===== src/rtl/memaccess_pkg.sv =====
// Shared opcode, instruction-field and state definitions for the memory-access stage.
package memaccess_pkg;

    localparam logic [3:0] OP_ADD  = 4'h0;
    localparam logic [3:0] OP_SUB  = 4'h1;
    localparam logic [3:0] OP_OR   = 4'h2;
    localparam logic [3:0] OP_AND  = 4'h3;
    localparam logic [3:0] OP_SLT  = 4'h4;
    localparam logic [3:0] OP_ADDI = 4'h5;
    localparam logic [3:0] OP_LW   = 4'h6;
    localparam logic [3:0] OP_SW   = 4'h7;
    localparam logic [3:0] OP_NOP  = 4'hF;

    // Bubble instruction: an opcode that decodes as none of the ALU ops or LW.
    localparam logic [15:0] NOP_IR = {OP_NOP, 12'h000};

    typedef enum logic {
        IDLE = 1'b0,
        WAIT = 1'b1
    } state_t;

    function automatic logic [3:0] get_op(input logic [15:0] ir);
        return ir[15:12];
    endfunction

endpackage


===== src/rtl/memaccess.sv =====
// Memory-access pipeline stage: passes ALU results through, and stalls upstream
// while an LW/SW waits for the data-memory ack, aborting after TMO cycles.
//
// state | meaning
// IDLE  | accept a bundle each cycle; LW/SW are latched and start a memory access
// WAIT  | memory request held; STALL high until DM_ACK or timeout
module memaccess
    import memaccess_pkg::*;
#(
    parameter int unsigned TMO = 255
) (
    input  logic        CLK,
    input  logic        RST,
    input  logic [15:0] IRIN,
    input  logic [15:0] ALUIN,
    input  logic [15:0] STDATAIN,
    input  logic [3:0]  DSTIN,
    input  logic        VALIDIN,
    output logic        STALL,
    output logic        DM_REQ,
    output logic        DM_WE,
    output logic [15:0] DM_ADDR,
    output logic [15:0] DM_WDATA,
    input  logic [15:0] DM_RDATA,
    input  logic        DM_ACK,
    output logic [15:0] IROUT,
    output logic [15:0] DATAOUT,
    output logic [15:0] ADDROUT,
    output logic        ERR
);

    localparam logic [7:0] TMO_LAST = 8'(TMO - 1);

    state_t      state, state_n;
    logic [7:0]  cnt, cnt_n;
    logic [15:0] hold_ir, hold_ir_n, hold_alu, hold_alu_n, hold_st, hold_st_n;
    logic [3:0]  hold_dst, hold_dst_n;
    logic [15:0] ir_n, data_n, addr_n, dm_addr_n, dm_wdata_n;
    logic        dm_req_n, dm_we_n, err_n;
    logic [3:0]  op_in;

    assign op_in = get_op(IRIN);
    assign STALL = (state == WAIT);

    always_ff @(posedge CLK or posedge RST) begin
        if (RST) begin
            state    <= IDLE;
            cnt      <= '0;
            hold_ir  <= '0;
            hold_alu <= '0;
            hold_st  <= '0;
            hold_dst <= '0;
            IROUT    <= NOP_IR;
            DATAOUT  <= '0;
            ADDROUT  <= '0;
            DM_REQ   <= 1'b0;
            DM_WE    <= 1'b0;
            DM_ADDR  <= '0;
            DM_WDATA <= '0;
            ERR      <= 1'b0;
        end else begin
            state    <= state_n;
            cnt      <= cnt_n;
            hold_ir  <= hold_ir_n;
            hold_alu <= hold_alu_n;
            hold_st  <= hold_st_n;
            hold_dst <= hold_dst_n;
            IROUT    <= ir_n;
            DATAOUT  <= data_n;
            ADDROUT  <= addr_n;
            DM_REQ   <= dm_req_n;
            DM_WE    <= dm_we_n;
            DM_ADDR  <= dm_addr_n;
            DM_WDATA <= dm_wdata_n;
            ERR      <= err_n;
        end
    end

    always_comb begin
        state_n    = state;
        cnt_n      = cnt;
        hold_ir_n  = hold_ir;
        hold_alu_n = hold_alu;
        hold_st_n  = hold_st;
        hold_dst_n = hold_dst;
        ir_n       = NOP_IR;
        data_n     = '0;
        addr_n     = '0;
        dm_req_n   = 1'b0;
        dm_we_n    = 1'b0;
        dm_addr_n  = '0;
        dm_wdata_n = '0;
        err_n      = ERR;
        case (state)
            IDLE: begin
                if (VALIDIN) begin
                    if (op_in == OP_LW || op_in == OP_SW) begin
                        state_n    = WAIT;
                        cnt_n      = '0;
                        hold_ir_n  = IRIN;
                        hold_alu_n = ALUIN;
                        hold_st_n  = STDATAIN;
                        hold_dst_n = DSTIN;
                        dm_req_n   = 1'b1;
                        dm_we_n    = (op_in == OP_SW);
                        dm_addr_n  = ALUIN;
                        dm_wdata_n = (op_in == OP_SW) ? STDATAIN : 16'h0000;
                    end else begin
                        ir_n   = IRIN;
                        data_n = ALUIN;
                        addr_n = {12'b0, DSTIN};
                    end
                end
            end
            WAIT: begin
                // Ack is checked first so a same-cycle timeout cannot flag ERR.
                if (DM_ACK) begin
                    state_n = IDLE;
                    ir_n    = hold_ir;
                    addr_n  = {12'b0, hold_dst};
                    data_n  = (get_op(hold_ir) == OP_LW) ? DM_RDATA : hold_alu;
                end else if (cnt == TMO_LAST) begin
                    state_n    = IDLE;
                    err_n      = 1'b1;
                    hold_ir_n  = '0;
                    hold_alu_n = '0;
                    hold_st_n  = '0;
                    hold_dst_n = '0;
                end else begin
                    cnt_n      = cnt + 8'd1;
                    dm_req_n   = DM_REQ;
                    dm_we_n    = DM_WE;
                    dm_addr_n  = DM_ADDR;
                    dm_wdata_n = DM_WDATA;
                end
            end
            default: state_n = IDLE;
        endcase
    end

endmodule


===== config.mk =====
export PLATFORM = sky130hd
export DESIGN_NAME = memaccess
export DESIGN_NICKNAME = d
export VERILOG_FILES = /design/src/rtl/memaccess_pkg.sv /design/src/rtl/memaccess.sv
export SDC_FILE = /design/constraint.sdc
export NUM_CORES = 1
export LEC_CHECK = 0
export CAP_MARGIN = 20
export CORE_MARGIN = 2
export CORE_UTILIZATION = 45
export DETAILED_ROUTE_END_ITERATION = 7
export MAX_ROUTING_LAYER = met4
export PLACE_DENSITY = 0.8
export SLEW_MARGIN = 0
export SYNTH_ARGS = -nofsm -noshare
export SYNTH_HDL_FRONTEND = slang
export SYNTH_SLANG_ARGS = --single-unit

===== constraint.sdc =====
create_clock -name CLK -period 8.6 [get_ports CLK]
set_clock_uncertainty 0.05 [all_clocks]
set_input_delay 0.86 -clock CLK [delete_from_list [all_inputs] [get_ports CLK]]
set_output_delay 0.86 -clock CLK [all_outputs]
set_load 0.05 [all_outputs]

==> flow_summary_export.csv <==
group,metric,value,unit
power,p_comb_share,16.2,%
timing,fin_setup_tns,0,ps
floorplan,floorplan.initialDensity,46.6,%
worst_setup_path,cpMaxStageDelayCell,"clkdlybuf4s50_1",
power,clock_power_share,43.4,%
yosys,synthCells,345,
timing,setup_violation_total_in_the_final_timing_report,0,
worst_setup_path,end_kind,"primary output",
detailed_routing,detailed_route_vias_per_instance,5.41,
clocking,max-clock-path-buffers,2,
yosys,synth_enable_flop_cells,0,
worst_setup_path,path_class,"reg -> out",
yosys,synth_largest_type_area_fraction,61.2,%
detailed_routing,drtIter0Drc,220,
yosys,syn_area_per_cell,13.3,um2
finish,fillCellCount,750,
floorplan,design.portCount,156,
floorplan,fp.dieArea,11000,um2
yosys,synth.most_common_cell,"dfrtp_1",
clocking,ctsRootBufferMaster,"clkbuf_8",
clocking,post_cts_setup_buffer_count,0,
worst_setup_path,required,7690,ps
detailed_routing,wire_per_inst,18.3,um
floorplan,floorplan.die.height,105,um
yosys,synthesis.yosys.warnings,0,
clocking,clkTransAtPathRegs,60,ps
power,power.share.sequential,40.4,%
floorplan,core_region_area,9820,um2
grt,gr-usage-all-layers,22.2,%
power,p_switching,0.429,mW
timing,max_freq,342,MHz
detailed_routing,remaining_drc_errors,0,
detailed_routing,detail-route-antenna-nets,0,
placed_design,placement.cell_area,6060,um2
finish,layout-area-overhead-vs-synth,45.2,%
finish,stdcell_area,6650,um2
run,max-cap-violations,0,
timing,final_hold_fails,0,
yosys,synth.ff_latch_count,116,
timing,slew_margin_rel,25.9,%
detailed_routing,number_of_vias_after_detailed_routing,3432,
finish,finalNetCount,562,
run_status,status,"completed",
grt,grt_pass1_vias,3509,
finish,post-route-util,67.7,%
clocking,clk_latency,490,ps
timing,unrepaired_setup_endpoints_after_global_routing,"false",
placed_design,gp_routability_congestion,0.791,
yosys,ys_types,41,
finish,layout-drive-gt1-share,10.4,%
power,power_report.internal_total,1.16,mW
power,leakage_power_figure,3.02,nW
floorplan,row_count,36,
grt,gr-total-overflow,0,
floorplan,horizontal_die_dimension,105,um
power,peakVddDrop,0.116,mV
yosys,post_synth_main_area_contributors,"dfrtp_1, a22o_1, mux2i_1",
grt,grt_max_degree,61,
worst_setup_path,critical_path.n_buffers_inverters,1,
placed_design,io_buffers,143,
yosys,netlist_area,4580,um2
yosys,synth.yosys.seq_area_share,63.5,%
grt,number_of_antenna_violations_at_the_first_check_in_global_routing,0,
clocking,cts-resized-gates,0,
min_path,hold_class,"reg -> reg",
yosys,synthArstFlopShare,100,%
clocking,tritoncts,"built",
yosys,post-synth-top-area-cell,"dfrtp_1",
clocking,numCtsBuffers,17,
placed_design,dp.final_hpwl,7440,um
detailed_routing,dr.pass1.iters,4,
detailed_routing,postRouteWirelength,11600,um
timing,report.final.slew_viol_count,0,
yosys,synthTopCellsByCount,"dfrtp_1, a22o_1, nand2_1, mux2i_1, buf_4",
clocking,cts-hold-fix-buffers,0,
power,pwrdens,239,nW/um2
worst_setup_path,crit_path_max_fanout,14,
yosys,ys_dominant_reg_cell,"dfrtp_1",
finish,antenna-diode-count,0,
worst_setup_path,crit_path_start_kind,"flip-flop",
timing,final.min_clock_period,2920,ps
power,switching_portion_of_total_power,27.0,%
worst_setup_path,cpPeakStageDelay,900,ps
grt,grt_pass1_wl,18500,um
worst_setup_path,critPathArrivalTime,2010,ps
worst_setup_path,worst_path_dominant_cell_family,"buffers and inverters",
clocking,clock_sinks,116,
clocking,cts-htree-levels,4,
worst_setup_path,critical_path.cell_chain,"clkdlybuf4s50_1",
timing,tightestPinTransition,1110,ps
timing,post-route-period-util,34.0,%
worst paths after layout:
check | from | endpoint | slack, ps | depth (start not counted)
max in group asynchronous | RST | hold_alu[3] | 6550 | 3
hold reg to reg | ERR | ERR | 410 | 1
setup / recovery | STALL | STALL | 5680 | 1
min in group asynchronous | RST | ADDROUT[0] | 780 | 2
hold / removal | ERR | ERR | 410 | 1
setup reg to reg | STALL | hold_ir[1] | 6020 | 5
logic make-up after synthesis:
| family | after synthesis | share of synthesized area (%) |
|---|---|---|
| buf+inv | 41 | 5.03 |
| other cells | 1 | 0.0819 |
| flops | 116 | 63.5 |
| fa+ha+maj | 2 | 0.547 |
| simple gates | 43 | 5.00 |
| mux | 19 | 4.18 |
| compound gates | 123 | 21.6 |
cell usage in the layout, fill, tap and decap left out, types with 2 or more instances in the layout:
master,count
clkdlybuf4s50_1,143
dfstp_2,4
o21ai_1,10
and2_1,3
clkbuf_16,16
mux2i_1,18
dfrtp_1,112
a22o_1,82
o32a_1,2
clkbuf_8,2
buf_4,4
inv_1,5
o21ai_0,10
ha_1,2
a21o_1,7
bufinv_16,3
nand3_1,3
a21oi_1,2
clkinv_2,6
clkinvlp_4,3
nor2_1,4
nor3_1,2
nor2_2,2
nand2_1,20
conb_1,12
a32oi_1,2
stage by stage:
stage,std cells,hold slack (ps),setup WS (ps),power [mW]
floorplan,356,400,4620,0.813
global placement,602,394,5520,0.899
detailed placement,602,397,5350,0.908
CTS,634,412,5680,1.60
global route,634,454,5590,1.65
finish,634,413,5680,1.59
worst register-to-register path, delay by kind of cell, from the launching register on:
kind	cells	cell delay [ps]
buf+inv	1	300
simple gates	2	320
compound gates	2	1210
flops	1	620
routing by layer:
layer  vias to the layer above  GRT usage, %  part of all wire [%]
met3                        11          5.36                   6.1
met1                      1732          28.9                    43
met4                         0          6.29                  0.74
met5                         -             -                     0
met2                       141          35.2                    50
li1                       1548             -                     -
power groups by stage:
stage | clock, mW | sequential (mW) | combinational, mW
final | 0.690 | 0.643 | 0.258
after detailed placement | 0 | 0.650 | 0.259
after global routing | 0.728 | 0.649 | 0.274
after global placement | 0 | 0.647 | 0.252
after floorplan | 0 | 0.693 | 0.120
after CTS | 0.698 | 0.642 | 0.261
final cells by class:
class	instances	area (um2)	area share [%]
sequential	116	2910	43.7
inverter	7	28.8	0.433
clock buffer	18	428	6.44
tap	133	166	2.50
multi-input combinational	199	1500	22.5
clock inverter	14	160	2.41
timing repair buffer	147	1460	22.0
registers in the layout, indices dropped and copies added (netlist names):
name,flops
hold_alu,16
cnt,8
DM_ADDR,16
DM_WDATA,16
DM_WE,1
DM_REQ,1
IROUT,16
hold_dst,4
ERR,1
hold_ir,16
STALL,1
ADDROUT,4
DATAOUT,16
Note: power is estimated with default switching activity, not from simulation.
